### config.mk
export PLATFORM = sky130hd
export DESIGN_NAME = boreal_phase_tracker_mc
export DESIGN_NICKNAME = d
export VERILOG_FILES = /design/src/rtl/boreal_phase_tracker_mc.sv
export SDC_FILE = /design/constraint.sdc
export NUM_CORES = 2
export LEC_CHECK = 0
export ABC_AREA = 1
export CORE_MARGIN = 2
export CORE_UTILIZATION = 55
export CTS_BUF_LIST = sky130_fd_sc_hd__clkbuf_2 sky130_fd_sc_hd__clkbuf_4 sky130_fd_sc_hd__clkbuf_8
export DETAILED_ROUTE_END_ITERATION = 16
export GPL_TIMING_DRIVEN = 0
export PLACE_DENSITY = 0.79
export SETUP_SLACK_MARGIN = 0.1
export SLEW_MARGIN = 40
export SYNTH_ARGS = -nofsm -noshare
export SYNTH_HDL_FRONTEND = slang
export SYNTH_SLANG_ARGS = --single-unit
### constraint.sdc
create_clock -name clk -period 38.1 [get_ports clk]
set_input_delay 7.62 -clock clk [delete_from_list [all_inputs] [get_ports clk]]
set_output_delay 7.62 -clock clk [all_outputs]
set_load 0.1 [all_outputs]
### src/rtl/boreal_phase_tracker_mc.sv
// Multi-channel phase tracker: per-channel rising zero-crossing detection with hysteresis,
// EMA period estimation, lock qualification and two programmable-phase trigger pulses.
module boreal_phase_tracker_mc #(
    parameter int NCH        = 4,
    parameter int CHW        = 2,
    parameter int DATA_W     = 16,
    parameter int CNT_W      = 16,
    parameter int PH_W       = 8,
    parameter int MIN_PERIOD = 20,
    parameter int MAX_PERIOD = 500,
    parameter int HYST       = 0,
    parameter int TOL        = 20,
    parameter int LOCK_COUNT = 3,
    parameter int EMA_SHIFT  = 1
) (
    input  logic              clk,
    input  logic              rst,
    input  logic              in_valid,
    input  logic [CHW-1:0]    in_chan,
    input  logic [DATA_W-1:0] in_sample,
    input  logic [PH_W-1:0]   cfg_phase_a,
    input  logic [PH_W-1:0]   cfg_phase_b,
    output logic              out_valid,
    output logic [CHW-1:0]    out_chan,
    output logic              out_crossing,
    output logic              out_trig_a,
    output logic              out_trig_b,
    output logic              out_locked,
    output logic [CNT_W-1:0]  out_period,
    output logic [NCH-1:0]    lock_mask
);
    localparam int SW = $clog2(LOCK_COUNT + 1);
    localparam int PW = CNT_W + PH_W;
    localparam logic [CNT_W-1:0] CNT_MAX = '1;
    localparam logic signed [DATA_W-1:0] HYST_P = DATA_W'(HYST);
    localparam logic signed [DATA_W-1:0] HYST_N = -HYST_P;

    logic             above_reg       [NCH];
    logic [CNT_W-1:0] period_cnt_reg  [NCH];
    logic [CNT_W-1:0] est_reg         [NCH];
    logic [CNT_W-1:0] last_period_reg [NCH];
    logic [SW-1:0]    stable_cnt_reg  [NCH];
    logic             locked_reg      [NCH];
    logic [CNT_W-1:0] trig_a_at_reg   [NCH];
    logic [CNT_W-1:0] trig_b_at_reg   [NCH];

    logic [NCH-1:0]   chan_sel;
    logic             chan_ok;
    logic             cur_above, cur_locked;
    logic [CNT_W-1:0] cur_cnt, cur_est, cur_last, cur_ta, cur_tb;
    logic [SW-1:0]    cur_stable;

    // Channel mux built from explicit compares so out-of-range indices simply never match.
    always_comb begin
        chan_sel   = '0;
        cur_above  = 1'b0;
        cur_locked = 1'b0;
        cur_cnt    = '0;
        cur_est    = '0;
        cur_last   = '0;
        cur_ta     = '0;
        cur_tb     = '0;
        cur_stable = '0;
        for (int i = 0; i < NCH; i++) begin
            if (in_chan == CHW'(i)) begin
                chan_sel[i] = 1'b1;
                cur_above   = above_reg[i];
                cur_locked  = locked_reg[i];
                cur_cnt     = period_cnt_reg[i];
                cur_est     = est_reg[i];
                cur_last    = last_period_reg[i];
                cur_ta      = trig_a_at_reg[i];
                cur_tb      = trig_b_at_reg[i];
                cur_stable  = stable_cnt_reg[i];
            end
        end
    end

    assign chan_ok = in_valid && (|chan_sel);

    logic                    crossing, above_next, meas_valid, stable;
    logic [CNT_W-1:0]        cnt_inc, cnt_next, est_next, last_next, ta_next, tb_next;
    logic signed [CNT_W:0]   ema_diff, ema_sum, last_diff, last_abs;
    logic [SW-1:0]           stable_next, stable_sat;
    logic                    locked_next, fire_a, fire_b;
    logic [PW-1:0]           prod_a, prod_b;

    always_comb begin
        cnt_inc    = (cur_cnt == CNT_MAX) ? CNT_MAX : cur_cnt + 1'b1;
        crossing   = !cur_above && ($signed(in_sample) > HYST_P);
        above_next = cur_above;
        if (crossing)
            above_next = 1'b1;
        else if (cur_above && ($signed(in_sample) < HYST_N))
            above_next = 1'b0;

        // cnt_inc doubles as the measured period when this sample is a crossing
        meas_valid = (cnt_inc >= CNT_W'(MIN_PERIOD)) && (cnt_inc <= CNT_W'(MAX_PERIOD));
        ema_diff   = $signed({1'b0, cnt_inc}) - $signed({1'b0, cur_est});
        ema_sum    = $signed({1'b0, cur_est}) + (ema_diff >>> EMA_SHIFT);
        last_diff  = $signed({1'b0, cnt_inc}) - $signed({1'b0, cur_last});
        last_abs   = (last_diff < 0) ? -last_diff : last_diff;
        stable     = meas_valid && (last_abs <= $signed((CNT_W+1)'(TOL)));
        stable_sat = (cur_stable >= SW'(LOCK_COUNT)) ? SW'(LOCK_COUNT) : cur_stable + 1'b1;

        cnt_next    = cnt_inc;
        est_next    = cur_est;
        last_next   = cur_last;
        stable_next = cur_stable;
        locked_next = cur_locked;
        ta_next     = cur_ta;
        tb_next     = cur_tb;
        prod_a      = '0;
        prod_b      = '0;

        if (crossing) begin
            cnt_next  = '0;
            last_next = cnt_inc;
            if (meas_valid)
                est_next = (cur_est == '0) ? cnt_inc : ema_sum[CNT_W-1:0];
            if (stable) begin
                stable_next = stable_sat;
                locked_next = (stable_sat == SW'(LOCK_COUNT));
            end else begin
                stable_next = '0;
                locked_next = 1'b0;
            end
            prod_a  = PW'(est_next) * PW'(cfg_phase_a);
            prod_b  = PW'(est_next) * PW'(cfg_phase_b);
            ta_next = prod_a[PW-1:PH_W];
            tb_next = prod_b[PW-1:PH_W];
        end else if (cnt_inc > CNT_W'(MAX_PERIOD)) begin
            // Loss of signal: drop lock but keep the period estimate for reacquisition
            stable_next = '0;
            locked_next = 1'b0;
        end

        fire_a = locked_next && (cnt_next == ta_next);
        fire_b = locked_next && (cnt_next == tb_next);
    end

    genvar gi;
    generate
        for (gi = 0; gi < NCH; gi++) begin : g_chan
            always_ff @(posedge clk or posedge rst) begin
                if (rst) begin
                    above_reg[gi]       <= 1'b0;
                    period_cnt_reg[gi]  <= '0;
                    est_reg[gi]         <= '0;
                    last_period_reg[gi] <= '0;
                    stable_cnt_reg[gi]  <= '0;
                    locked_reg[gi]      <= 1'b0;
                    trig_a_at_reg[gi]   <= '0;
                    trig_b_at_reg[gi]   <= '0;
                end else if (in_valid && chan_sel[gi]) begin
                    above_reg[gi]       <= above_next;
                    period_cnt_reg[gi]  <= cnt_next;
                    est_reg[gi]         <= est_next;
                    last_period_reg[gi] <= last_next;
                    stable_cnt_reg[gi]  <= stable_next;
                    locked_reg[gi]      <= locked_next;
                    trig_a_at_reg[gi]   <= ta_next;
                    trig_b_at_reg[gi]   <= tb_next;
                end
            end
            assign lock_mask[gi] = locked_reg[gi];
        end
    endgenerate

    always_ff @(posedge clk or posedge rst) begin
        if (rst) begin
            out_valid    <= 1'b0;
            out_chan     <= '0;
            out_crossing <= 1'b0;
            out_trig_a   <= 1'b0;
            out_trig_b   <= 1'b0;
            out_locked   <= 1'b0;
            out_period   <= '0;
        end else begin
            out_valid    <= chan_ok;
            out_crossing <= chan_ok && crossing;
            out_trig_a   <= chan_ok && fire_a;
            out_trig_b   <= chan_ok && fire_b;
            if (chan_ok) begin
                out_chan   <= in_chan;
                out_locked <= locked_next;
                out_period <= est_next;
            end
        end
    end
endmodule
==> impl_metrics.tcl <==
set metrics [dict create \
    synth_common_cells "nand2_1, inv_1, o21ai_0, dfrtp_1, nor2_1" \
    synth.area.top_cells "dfrtp_1, nand2_1, fa_1" \
    synth_cells 3861 \
    num-nets-final 4312 \
    diodes 0 \
    setup-violations-final 0 \
    firstDrtPassIters 7 \
    areaGrowthSynthToFinish_pct 9.67 \
    routed_wl_mm 95.9 \
    synth.distinct_cells 59 \
    critPathArrivalTime_ns 19.82 \
    synth_edf_count 0 \
    cts-root-buf "clkbuf_8" \
    ys_ff_latch 359 \
    postCtsResizedCells 0 \
    holdBufCountCts 0 \
    placed_cell_area_sq_um 29900 \
    yosysWarnings 0 \
    crit_start "in_chan[0]" \
    grt_usage_pct 36.4 \
    wire_per_inst_um 20.4 \
    postRouteAntennaNets 0 \
    fin_ws_ns 18.87 \
    crit_required_ns 38.69 \
    antenna_found_initial 1 \
    drv_cap 0 \
    cts_tree "yes" \
    yosysMostFrequentCell "nand2_1" \
    whs_ns 0.477 \
    slew_headroom_pct 33.4 \
    synth_nets 4188 \
    finalCritPeriodShare_pct 50.5 \
    cts_buffers 59 \
    cts_setup_buffers 0 \
    finalCriticalPeriod_ns 19.23 \
    grt_max_degree 81 \
    start_kind "input port" \
    reg2reg_depth 60 \
    rr_endpoint "out_trig_a" \
    numPortBuffers 58 \
    hold_path.class "reg2reg" \
    io_pins 64 \
    rsz0062_at_grt "no" \
    ys.flop_type "dfrtp_1" \
    start_util_pct 55.5 \
    finalHoldViolCount 0 \
    grt_pass1_vias 26800 \
    yosys.area.top_type "dfrtp_1" \
    max_stage_delay_ns 0.67 \
    clock_skew_ns 0.0326 \
    place.gp.congestion 1.01 \
    clk_latency_ns 0.70 \
    tightest_slew_ns 0.999 \
    fmax_mhz 52.0 \
    die_w_um 231 \
    syn_area_per_cell_sq_um 7.36 \
    ys_seq_area_share_pct 31.6 \
    syn_area_sq_um 28400 \
    drc 0 \
    pre_cts_ws_ns 18.54 \
    drive_above_1_share_pct 7.20 \
    async_reset_ff_share_pct 100 \
    die_h_um 231 \
    core_sq_um 51200 \
    hpwlAfterDp_mm 73.6 \
    clk_pin_slew_ns 0.06 \
    r2r-start "period_cnt_reg[32]" \
    cts_buffer_depth 3 \
    vias 27900 \
    cp-end-kind "flop" \
    critPathKind "in2reg" \
    grt.overflow.total 0 \
    yosysTopAreaCellShare_pct 31.6 \
    crit_end "out_trig_a" \
    die_area_sq_um 53500 \
    row_count 83 \
    status "complete, no violations" \
    fin_setup_tns_ns 0 \
    crit_top_cell "inv_1" \
    slew_viol_final 0 \
    grt_pass1_wl_mm 151 \
    drtIter0Drc 3632 \
    cpMaxStageDelayCell "clkdlybuf4s50_1" \
    reg2reg_slack_ns 26.45 \
    crit_path_max_fanout 10 \
    stdcell_area_sq_um 31100 \
    cts_max_level 2 \
    viasPerCell 5.93 \
    cts.sink_count 359 \
]
## cell type report
class	count	area [sq um]
Sequential cell	359	8980
Tap cell	680	851
Multi-Input combinational cell	2830	16800
Clock inverter	16	183
Buffer	163	717
Timing Repair Buffer	63	583
Clock buffer	89	1110
Fill cell	4690	20000
Inverter	509	1920
## critical path: cells and delay by family
| family | cells | cell delay [ns] |
|---|---|---|
| adders and majority gates | 8 | 3.40 |
| and+or+nand+nor | 26 | 3.23 |
| AOI/OAI and AO/OA | 13 | 2.79 |
| buffers and inverters | 14 | 2.49 |
| xor gates and xnor gates | 2 | 0.27 |
## metrics by stage
stage	cells	util [%]
final	4709	60.8
after CTS	4709	60.8
after global routing	4709	60.8
after detailed placement	4604	58.3
after global placement	4599	58.3
after floorplan	3861	-
## worst min path at each step
stage / start / endpoint / depth (start not counted)
floorplan: period_cnt_reg[37] / period_cnt_reg[37] / 2
global placement: period_cnt_reg[45] / period_cnt_reg[45] / 2
detailed placement: out_chan[0] / out_chan[0] / 2
CTS: out_period[10] / out_period[10] / 2
global route: trig_b_at_reg[18] / trig_b_at_reg[18] / 2
finish: out_period[10] / out_period[10] / 2
## cells in the final DEF (no fill, tap or decap), types with 25 or more instances in the layout
master	count
o21ai_0	387
a21oi_1	105
clkbuf_8	70
clkbuf_1	125
inv_1	485
o22ai_1	32
nor2_1	330
clkdlybuf4s50_1	31
nand2_1	1121
dfrtp_1	359
nand3_1	207
nand2_2	36
buf_2	37
a22o_1	25
nand4_1	28
ha_1	123
fa_1	167
## kinds of logic after synthesis
family | Yosys count | share of synthesized area (%)
XOR/XNOR | 31 | 0.982
AND/OR/NAND/NOR | 1843 | 27.8
AO/OA/AOI/OAI | 666 | 13.2
buffers and inverters | 672 | 9.24
flip-flops | 359 | 31.6
adder cells (fa/ha/maj) | 290 | 17.2
## layer usage
layer / wire (um) / GRT usage, %
met1: 38400 / 50.2
met2: 40500 / 53.9
met3: 12100 / 9.61
met4: 4930 / 16.5
met5: 13 / 0
Power is left out: the tool's default activity adds up to more than one toggle a clock period on the data nets, which glitch-free logic cannot reach.
